`src/rtl/shift_exec_stage_pkg.sv`:
```
// Shared definitions for the shift execute stage: funct codes, shifter op
// encodings, pipeline occupancy states and the funct legality decode.
package shift_exec_stage_pkg;

    localparam int SHIFT_W = 32;
    localparam int SHAMT_W = 5;

    // R-type funct codes handled by this stage
    localparam logic [5:0] FUNCT_SLL  = 6'b000000;
    localparam logic [5:0] FUNCT_SRL  = 6'b000010;
    localparam logic [5:0] FUNCT_SRA  = 6'b000011;
    localparam logic [5:0] FUNCT_SLLV = 6'b000100;
    localparam logic [5:0] FUNCT_SRLV = 6'b000110;
    localparam logic [5:0] FUNCT_SRAV = 6'b000111;

    // Shifter operation, taken straight from funct[1:0]
    localparam logic [1:0] SHIFTOP_SLL = 2'b00;
    localparam logic [1:0] SHIFTOP_SRL = 2'b10;
    localparam logic [1:0] SHIFTOP_SRA = 2'b11;

    // Occupancy of the output register and skid register
    typedef enum logic [1:0] {
        ST_EMPTY = 2'd0,
        ST_ONE   = 2'd1,
        ST_FULL  = 2'd2
    } state_t;

    // Only the six shift codes are legal; everything else is flagged
    function automatic logic funct_is_legal(input logic [5:0] funct);
        logic legal;
        case (funct)
            FUNCT_SLL, FUNCT_SRL, FUNCT_SRA,
            FUNCT_SLLV, FUNCT_SRLV, FUNCT_SRAV: legal = 1'b1;
            default:                            legal = 1'b0;
        endcase
        return legal;
    endfunction

endpackage

```
`src/rtl/shift_exec_stage_shifter.sv`:
```
// 32-bit combinational barrel shifter. Left shifts are done by bit-reversing
// the operand, shifting right, and reversing back, so a single right-shift
// ladder serves all three operations.
module shift_exec_stage_shifter
    import shift_exec_stage_pkg::*;
(
    input  logic [SHIFT_W-1:0] A,
    input  logic [SHAMT_W-1:0] B,
    input  logic [1:0]         Shiftop,
    output logic [SHIFT_W-1:0] Result
);

    logic               is_left;
    logic               fill_bit;
    logic [SHIFT_W-1:0] a_rev;
    logic [SHIFT_W-1:0] ladder_out;
    logic [SHIFT_W-1:0] ladder_rev;

    // Decode the operation into direction and the bit shifted in from the top
    always_comb begin
        is_left  = 1'b0;
        fill_bit = 1'b0;
        case (Shiftop)
            SHIFTOP_SLL: is_left  = 1'b1;
            SHIFTOP_SRA: fill_bit = A[SHIFT_W-1];
            SHIFTOP_SRL: fill_bit = 1'b0;
            default:     fill_bit = 1'b0;
        endcase
    end

    // Bit reversal of the operand and of the ladder output for left shifts
    genvar gi;
    generate
        for (gi = 0; gi < SHIFT_W; gi++) begin : g_rev
            assign a_rev[gi]      = A[SHIFT_W-1-gi];
            assign ladder_rev[gi] = ladder_out[SHIFT_W-1-gi];
        end
    endgenerate

    // Log-depth right-shift ladder: stage i shifts by 2**i when B[i] is set
    always_comb begin
        logic [SHIFT_W-1:0] cur;
        cur = is_left ? a_rev : A;
        for (int i = 0; i < SHAMT_W; i++) begin
            if (B[i]) begin
                cur = (cur >> (1 << i)) |
                      (fill_bit ? ~({SHIFT_W{1'b1}} >> (1 << i)) : {SHIFT_W{1'b0}});
            end
        end
        ladder_out = cur;
    end

    assign Result = is_left ? ladder_rev : ladder_out;

endmodule

```
`src/rtl/shift_exec_stage.sv`:
```
// Execute stage for R-type shifts: decodes funct, picks the shift amount,
// computes on the input side and holds results in an output register backed
// by one skid entry so the stage streams one shift per cycle under
// valid/ready back-pressure while in_ready stays a pure state decode.
module shift_exec_stage
    import shift_exec_stage_pkg::*;
#(
    parameter int DATA_WIDTH = 32,
    parameter int REG_ADDR_W = 5
) (
    input  logic                  clk,
    input  logic                  rst_n,
    input  logic                  flush,
    input  logic                  in_valid,
    output logic                  in_ready,
    input  logic [5:0]            in_funct,
    input  logic [4:0]            in_shamt,
    input  logic [DATA_WIDTH-1:0] in_rs_val,
    input  logic [DATA_WIDTH-1:0] in_rt_val,
    input  logic [REG_ADDR_W-1:0] in_rd,
    output logic                  out_valid,
    input  logic                  out_ready,
    output logic [DATA_WIDTH-1:0] out_result,
    output logic [REG_ADDR_W-1:0] out_rd,
    output logic                  out_illegal
);

    state_t                state_reg, state_next;
    logic                  accept;
    logic                  load_out_from_in;
    logic                  load_out_from_skid;
    logic                  load_skid;

    logic [4:0]            shift_amount;
    logic [DATA_WIDTH-1:0] shift_result;
    logic                  in_legal;
    logic [DATA_WIDTH-1:0] in_entry_result;
    logic                  unused_rs_bits;

    logic [DATA_WIDTH-1:0] out_result_reg;
    logic [REG_ADDR_W-1:0] out_rd_reg;
    logic                  out_illegal_reg;
    logic [DATA_WIDTH-1:0] skid_result_reg;
    logic [REG_ADDR_W-1:0] skid_rd_reg;
    logic                  skid_illegal_reg;

    // Variable shifts take only rs[4:0]; the rest of rs is deliberately ignored
    assign shift_amount   = in_funct[2] ? in_rs_val[4:0] : in_shamt;
    assign unused_rs_bits = ^in_rs_val[DATA_WIDTH-1:5];

    shift_exec_stage_shifter u_shifter (
        .A       (in_rt_val),
        .B       (shift_amount),
        .Shiftop (in_funct[1:0]),
        .Result  (shift_result)
    );

    assign in_legal        = funct_is_legal(in_funct);
    assign in_entry_result = in_legal ? shift_result : {DATA_WIDTH{1'b0}};

    // Handshake signals decode only the state register, never out_ready
    assign in_ready  = (state_reg != ST_FULL);
    assign out_valid = (state_reg != ST_EMPTY);
    assign accept    = in_valid & in_ready;

    // Occupancy state register
    always_ff @(posedge clk or negedge rst_n) begin
        if (!rst_n) begin
            state_reg <= ST_EMPTY;
        end else begin
            state_reg <= state_next;
        end
    end

    // Next-state and register-load decode; flush overrides every transition
    always_comb begin
        state_next         = state_reg;
        load_out_from_in   = 1'b0;
        load_out_from_skid = 1'b0;
        load_skid          = 1'b0;
        case (state_reg)
            ST_EMPTY: begin
                if (accept) begin
                    state_next       = ST_ONE;
                    load_out_from_in = 1'b1;
                end
            end
            ST_ONE: begin
                if (accept && out_ready) begin
                    load_out_from_in = 1'b1;
                end else if (accept) begin
                    state_next = ST_FULL;
                    load_skid  = 1'b1;
                end else if (out_ready) begin
                    state_next = ST_EMPTY;
                end
            end
            ST_FULL: begin
                if (out_ready) begin
                    state_next         = ST_ONE;
                    load_out_from_skid = 1'b1;
                end
            end
            default: state_next = ST_EMPTY;
        endcase
        if (flush) begin
            state_next         = ST_EMPTY;
            load_out_from_in   = 1'b0;
            load_out_from_skid = 1'b0;
            load_skid          = 1'b0;
        end
    end

    // Output and skid data registers; a flush also clears them so nothing stale lingers
    always_ff @(posedge clk or negedge rst_n) begin
        if (!rst_n) begin
            out_result_reg   <= '0;
            out_rd_reg       <= '0;
            out_illegal_reg  <= 1'b0;
            skid_result_reg  <= '0;
            skid_rd_reg      <= '0;
            skid_illegal_reg <= 1'b0;
        end else if (flush) begin
            out_result_reg   <= '0;
            out_rd_reg       <= '0;
            out_illegal_reg  <= 1'b0;
            skid_result_reg  <= '0;
            skid_rd_reg      <= '0;
            skid_illegal_reg <= 1'b0;
        end else begin
            if (load_out_from_in) begin
                out_result_reg  <= in_entry_result;
                out_rd_reg      <= in_rd;
                out_illegal_reg <= ~in_legal;
            end else if (load_out_from_skid) begin
                out_result_reg  <= skid_result_reg;
                out_rd_reg      <= skid_rd_reg;
                out_illegal_reg <= skid_illegal_reg;
            end
            if (load_skid) begin
                skid_result_reg  <= in_entry_result;
                skid_rd_reg      <= in_rd;
                skid_illegal_reg <= ~in_legal;
            end
        end
    end

    assign out_result  = out_result_reg;
    assign out_rd      = out_rd_reg;
    assign out_illegal = out_illegal_reg;

endmodule

```
`config.mk`:
```
export PLATFORM = sky130hd
export DESIGN_NAME = shift_exec_stage
export DESIGN_NICKNAME = d
export VERILOG_FILES = /design/src/rtl/shift_exec_stage_pkg.sv /design/src/rtl/shift_exec_stage_shifter.sv /design/src/rtl/shift_exec_stage.sv
export SDC_FILE = /design/constraint.sdc
export NUM_CORES = 1
export LEC_CHECK = 0
export ABC_AREA = 1
export CAP_MARGIN = 30
export CORE_MARGIN = 2
export CORE_UTILIZATION = 57
export CTS_BUF_LIST = sky130_fd_sc_hd__clkbuf_16
export DETAILED_ROUTE_END_ITERATION = 16
export GPL_ROUTABILITY_DRIVEN = 0
export PLACE_DENSITY = 0.89
export SLEW_MARGIN = 20
export SYNTH_ARGS = -nofsm -noshare
export SYNTH_HDL_FRONTEND = slang
export SYNTH_SLANG_ARGS = --single-unit
```
`constraint.sdc`:
```
create_clock -name clk -period 3.4 [get_ports clk]
set_clock_uncertainty 0.1 [all_clocks]
set_input_delay 0.51 -clock clk [delete_from_list [all_inputs] [get_ports clk]]
set_output_delay 0.51 -clock clk [all_outputs]
set_load 0.1 [all_outputs]
```
==> results of run 1 <==
==> routing by layer <==
metal  share of wire [%]  vias up  wire length, um
li1                    -     3481                -
met3                 8.6       62             1590
met5                   0        -                0
met4                 3.5        0              640
met2                  46      442             8560
met1                  42     3343             7700
==> metrics by stage <==
step / worst slack, ns / cells
2_1_floorplan: 1.36 / 972
3_3_place_gp: 0.280 / 1149
3_5_place_dp: 0.224 / 1149
4_1_cts: 0.538 / 1164
5_1_grt: 0.201 / 1166
6_report: 0.457 / 1166
==> area by class of cell <==
type	instances	area (um2)	area share (%)
Timing Repair Buffer	116	1150	15.5
Clock inverter	6	40.0	0.542
Tap cell	136	170	2.30
Inverter	63	239	3.23
Multi-Input combinational cell	758	3620	49.0
Sequential cell	78	1950	26.4
Clock buffer	9	225	3.05
==> logic make-up (layout without fill, tap and decap cells) <==
family                    after synthesis  after routing  share of synthesized area (%)
AOI/OAI and AO/OA                     119            119                           10.3
xor gates and xnor gates                1              1                          0.142
buffers and inverters                 136            194                           9.90
and+or+nand+nor                       638            638                           48.0
DFF                                    78             78                           31.7
==> where the power goes <==
group	total [uW]	switching [uW]	internal (uW)
logic	1300	937	359
registers	1010	31.3	979
clock network	881	392	490
==> synthesized netlist by cell type (all sizes together) <==
cell     instances
nand4           32
buf             41
nand3          358
a21oi           67
nor3             1
clkbuf          32
o21a             1
nor2            38
inv             62
xnor2            1
a2111oi          1
or2              3
nand2          206
o22ai           10
o31ai            1
o21ai           39
dfrtp           78
clkinv           1
==> worst max-delay path, delay by kind of cell <==
kind                   cells  cell delay [ns]
AOI/OAI and AO/OA          1             0.21
and+or+nand+nor           11             1.69
buffers and inverters      1             0.68
==> what timing repair did <==
action                                 CTS  global route
hold buffers                             0             1
endpoints found under the hold margin    0            20
gates resized for setup                  0             0
buffers inserted                         0             0
==> path summary, 6_finish.rpt <==
path	endpoint	slack, ns	cells after the start
worst min-delay path	out_rd[0]	0.38	2
worst min register to register	out_rd[0]	0.38	2
min in group asynchronous	out_result[9]	0.51	2
worst max register to register	out_result[23]	1.18	7
worst max-delay path	out_result[11]	0.46	13
max in group asynchronous	skid_result_reg[20]	2.11	3
==> results.yml, run 1 <==
setup_path:
  cp.required_ns: 3.56
  crit_path_max_fanout: 33
  worst_path_max_delay_cell: "clkdlybuf4s50_1"
  cp_cell_sequence: "clkdlybuf4s50_1 > nand2_1 > nand2_2 > nand3_1 > nand3_1 > nand3_1 > nand3_1 > nand2_1 > nand2_1 > nand2_1 > nand2_1 > nand4_1 > a21oi_1"
  worstSetupEndpointType: "register"
  critPathLaunchType: "input port"
  worstSetupPathType: "in -> reg"
  crit_top_cell: "nand2_1"
  max_stage_delay_ns: 0.68
  worst_r2r_startpoint: "state_reg[0]"
  critPathLaunch: "in_funct[2]"
  arrival_ns: 3.11
yosys:
  synth_fp_nets: 1057
  syn_area_per_cell_um2: 6.34
  yosysTopAreaCell: "dfrtp_1"
  synth_cell_types: 28
  syn-instance-count: 972
  yosys.area.top_type_share_pct: 31.7
  synth.ff_latch_count: 78
  synthTopCellsByArea: "dfrtp_1 32%, nand3_1 29%, nand2_1 12%"
  synth_seq_area_share_pct: 31.7
  syn-cell-area_mm2: 0.00616
  yosys_warnings: 0
route:
  firstDrtPassIters: 6
  avgRoutedWirePerCell_um: 15.9
  detail-route-antenna-nets: 0
  dr.first_iter.drc_count: 1051
  vias: 7328
  drc_errors: 0
  viasPerCell: 6.28
  drt_wl_total_um: 18500
clock_tree:
  htreeDepth: 3
  cts_sinks: 78
  cts_tree: "done"
  clk_latency_ns: 0.34
  cts_buffers: 9
  clk_pin_slew_ns: 0.06
  clockBufferDepth: 2
  cts-root-buf: "clkbuf_16"
grt:
  grt.busiest_layer: "met2"
  grt_pass1_vias: 6463
  grt.overflow.total: 0
  use_met1_pct: 45.7
  grt_util_met2_pct: 52.0
  grt.total_usage_pct: 32.9
  grt_pass1_wl_um: 30800
  grt_max_degree: 79
  met3_usage_pct: 5.06
  antenna_found_initial: 0
placement:
  dpl_cell_area_mm2: 0.00709
  dp_hpwl_um: 12700
  port_buffers: 97
final_layout:
  fin_util_pct: 71.0
  area_growth_pct: 19.9
  layout.nets: 1111
  most-common-layout-cells: "358 x nand3_1, 200 x nand2_1, 91 x clkdlybuf4s50_1, 78 x dfrtp_1, 66 x a21oi_1"
  layout_commonest_cell: "nand3_1"
  drive_above_1_share_pct: 5.63
  n_antenna_cell: 0
  fill_cells: 904
  final_cell_area_mm2: 0.00739
sta:
  max_freq_ghz: 0.340
  setup_viol: 0
  hold_slack_ns: 0.383
  rsz0062_at_grt: "no"
  tightestPinTransition_ns: 0.999
  drv_slew: 0
  period_needed_ns: 2.94
  hold_viol_final: 0
  maxSlewHeadroom_pct: 33.2
  fin_crit_sh_pct: 86.5
  fin_setup_tns_ns: 0
min_path:
  worstHoldStart: "out_rd[0]"
  hold_class: "reg -> reg"
floorplanning:
  core-area_mm2: 0.0104
  die_area_mm2: 0.0117
  rows: 37
  die_w_um: 108
  start_util_pct: 59.2
  die_h_um: 108
  num_io_pins: 125
power:
  vdd_ir_drop_max_mv: 0.327
  p_leak_uw: 0.00339
  powerDensity_mw_per_mm2: 431
  power_uw: 3190
job:
  cap_violations: 0
outcome:
  status: "complete, no violations"
Note: power is estimated with default switching activity, not from simulation.
==> run 2: changes to the inputs <==
--- a/config.mk
+++ b/config.mk
@@ -8,12 +8,14 @@
 export ABC_AREA = 1
 export CAP_MARGIN = 30
 export CORE_MARGIN = 2
-export CORE_UTILIZATION = 57
+export CORE_UTILIZATION = 58
 export CTS_BUF_LIST = sky130_fd_sc_hd__clkbuf_16
 export DETAILED_ROUTE_END_ITERATION = 16
 export GPL_ROUTABILITY_DRIVEN = 0
-export PLACE_DENSITY = 0.89
+export HOLD_SLACK_MARGIN = 0.12
+export PLACE_DENSITY = 0.9
 export SLEW_MARGIN = 20
 export SYNTH_ARGS = -nofsm -noshare
 export SYNTH_HDL_FRONTEND = slang
+export SYNTH_HIERARCHICAL = 1
 export SYNTH_SLANG_ARGS = --single-unit
==> results.yml, run 2 <==
route:
  viasPerCell: 5.80
  dr.first_iter.drc_count: 1135
  highest_layer: "met4"
  vias: 7418
  wl_met1_um: 7910
  dr_wl_met2_um: 8870
  met3_length_um: 1480
  detail-route-antenna-nets: 0
  drt_wl_total_um: 18700
  firstDrtPassIters: 6
  avgRoutedWirePerCell_um: 14.6
  drc_errors: 0
clock_tree:
  clockBufferDepth: 2
  cts_sinks: 78
  cts-root-buf: "clkbuf_16"
  cts_tree: "done"
  clk_latency_ns: 0.34
  clk_pin_slew_ns: 0.07
  htreeDepth: 3
  cts_buffers: 9
  hold_buffers: 0
  postCtsSetupBuffers: 0
  cts_resized: 0
power:
  vdd_ir_drop_max_mv: 0.358
  combPwrFrac_pct: 39.7
  clock_power_share_pct: 30.9
  p_sw_uw: 1430
  powerDensity_mw_per_mm2: 441
  pwr-share-seq_pct: 29.4
  internal-power_uw: 2040
  p_sw_share_pct: 41.2
  p_leak_uw: 0.00409
outcome:
  status: "complete, no violations"
grt:
  grt_pass1_vias: 6615
  grt_pass1_wl_um: 30700
  grt.overflow.total: 0
  grt.total_usage_pct: 31.7
  antenna_found_initial: 0
  grt_max_degree: 79
yosys:
  yosys_warnings: 6
  ys_async_sr_fraction_pct: 100
  synth_commonest_cells: "363 x nand2_1, 304 x nand3_1, 78 x dfrtp_1"
  yosys.area.top_type_share_pct: 30.0
  synth-main-ff-cell: "dfrtp_1"
  synth_edf_count: 0
  synth.ff_latch_count: 78
  syn-cell-area_mm2: 0.00650
  yosysMostFrequentCell: "nand2_1"
  yosysTopAreaCell: "dfrtp_1"
  synth_seq_area_share_pct: 30.0
  syn_area_per_cell_um2: 6.04
  synth_cell_types: 25
  synth_fp_nets: 1161
  synthTopCellsByArea: "dfrtp_1 30%, nand3_1 23%, nand2_1 21%"
  syn-instance-count: 1076
final_layout:
  stdcell_count: 1280
  n_antenna_cell: 0
  area_growth_pct: 20.7
  drive_above_1_share_pct: 7.98
  fill_cells: 912
  most-common-layout-cells: "363 x nand2_1, 304 x nand3_1, 90 x clkdlybuf4s50_1, 78 x dfrtp_1, 71 x nor2_1"
  layout.nets: 1220
  layout_commonest_cell: "nand2_1"
  final_cell_area_mm2: 0.00785
sta:
  fin_crit_sh_pct: 88.0
  max_freq_ghz: 0.334
  fin_setup_tns_ns: 0
  hold_viol_final: 0
  period_needed_ns: 2.99
  rsz0062_at_grt: "no"
  drv_slew: 0
  maxSlewHeadroom_pct: 34.1
  setup_viol: 0
  setup_slack_ns: 0.408
  tightestPinTransition_ns: 0.986
setup_path:
  crit_top_cell: "nand3_1"
  cp.required_ns: 3.56
  cp_cell_sequence: "clkdlybuf4s50_1 > mux2_2 > inv_2 > buf_12 > nand3_1 > nand3_1 > nand3_1 > nand2_1 > nand2_1 > nand3_1 > nand3_1 > nand2_1 > inv_1 > nor2_1 > nand2_1 > a21oi_1"
  crit_path_max_fanout: 25
  arrival_ns: 3.15
  critPathLaunchType: "input port"
  worstSetupPathType: "in -> reg"
  reg2reg_slack_ns: 1.44
  worst_path_max_delay_cell: "clkdlybuf4s50_1"
  worstSetupEndpointType: "register"
  max_stage_delay_ns: 0.57
floorplanning:
  rows: 38
  start_util_pct: 59.7
  num_io_pins: 125
  die_w_um: 110
  core-area_mm2: 0.0109
  die_area_mm2: 0.0121
  die_h_um: 110
placement:
  dpl_cell_area_mm2: 0.00748
  dpl_worst_slack_ns: 0.132
  dp_hpwl_um: 12700
  dp.cells: 1262
  port_buffers: 97
min_path:
  hold_class: "reg -> reg"
job:
  cap_violations: 0
## run 2: changes by cell type after synthesis, moves of 10 or more
cell / change
nand3_2: +16
nand2_1: +163
a21oi_1: -31
o21ai_0: +29
nand4_1: -32
nor2_1: +34
o22ai_1: -10
o21ai_1: -26
clkbuf_1: -11
nand3_1: -54
## run 2: cell families after synthesis
kind of cell / after synthesis / share of synthesized area, %
AO/OA/AOI/OAI: 80 / 6.51
flip-flops: 78 / 30.0
AND/OR/NAND/NOR: 768 / 52.5
buffers and inverters: 145 / 10.1
multiplexers: 5 / 0.866
## run 2: per-stage QoR
| step | power (uW) | utilization, % | hold WS (ns) |
|---|---|---|---|
| 2_1_floorplan | 2020 | - | 0.114 |
| 3_3_place_gp | 2360 | 68.7 | 0.368 |
| 3_5_place_dp | 2380 | 68.7 | 0.371 |
| 4_1_cts | 3440 | 71.7 | 0.261 |
| 5_1_grt | 3620 | 72.1 | 0.416 |
| 6_report | 3460 | 72.1 | 0.385 |
## run 2: metal layers
layer | track usage (%) | up-vias
met3 | 3.97 | 52
li1 | - | 3638
met2 | 51.2 | 412
met1 | 44.0 | 3316
met5 | 0 | -
met4 | 10.7 | 0
## run 2: area by class of cell
class	instances	area, um2	area share (%)
multi-input cells	853	3890	49.6
flip-flops and latches	78	1950	24.9
repair buffers	123	1230	15.7
inverters	70	263	3.35
clock buffers	9	225	2.87
well taps	140	175	2.23
clock inverters	7	105	1.34
## run 2: power groups by stage
stage / logic [uW] / clock network, uW / registers (uW)
after detailed placement: 1350 / 0 / 1030
after floorplan: 646 / 0 / 1380
after CTS: 1360 / 1070 / 1020
final: 1380 / 1070 / 1020
after global routing: 1490 / 1110 / 1020
after global placement: 1330 / 0 / 1030
## run 2: path summary, 6_finish.rpt
path / cells after the start / startpoint / end
worst max register to register: 7 / state_reg[1] / skid_result_reg[11]
worst min register to register: 2 / out_illegal / out_illegal
worst min-delay path: 2 / out_illegal / out_illegal
min in group asynchronous: 2 / rst_n / out_result[7]
worst max-delay path: 16 / in_funct[2] / out_result[0]
max in group asynchronous: 3 / rst_n / skid_result_reg[15]
## run 2: critical path, delay by kind of cell
kind / cells / cell delay, ns
compound gates: 1 / 0.17
simple gates: 10 / 1.05
mux: 1 / 0.41
buf+inv: 4 / 0.98
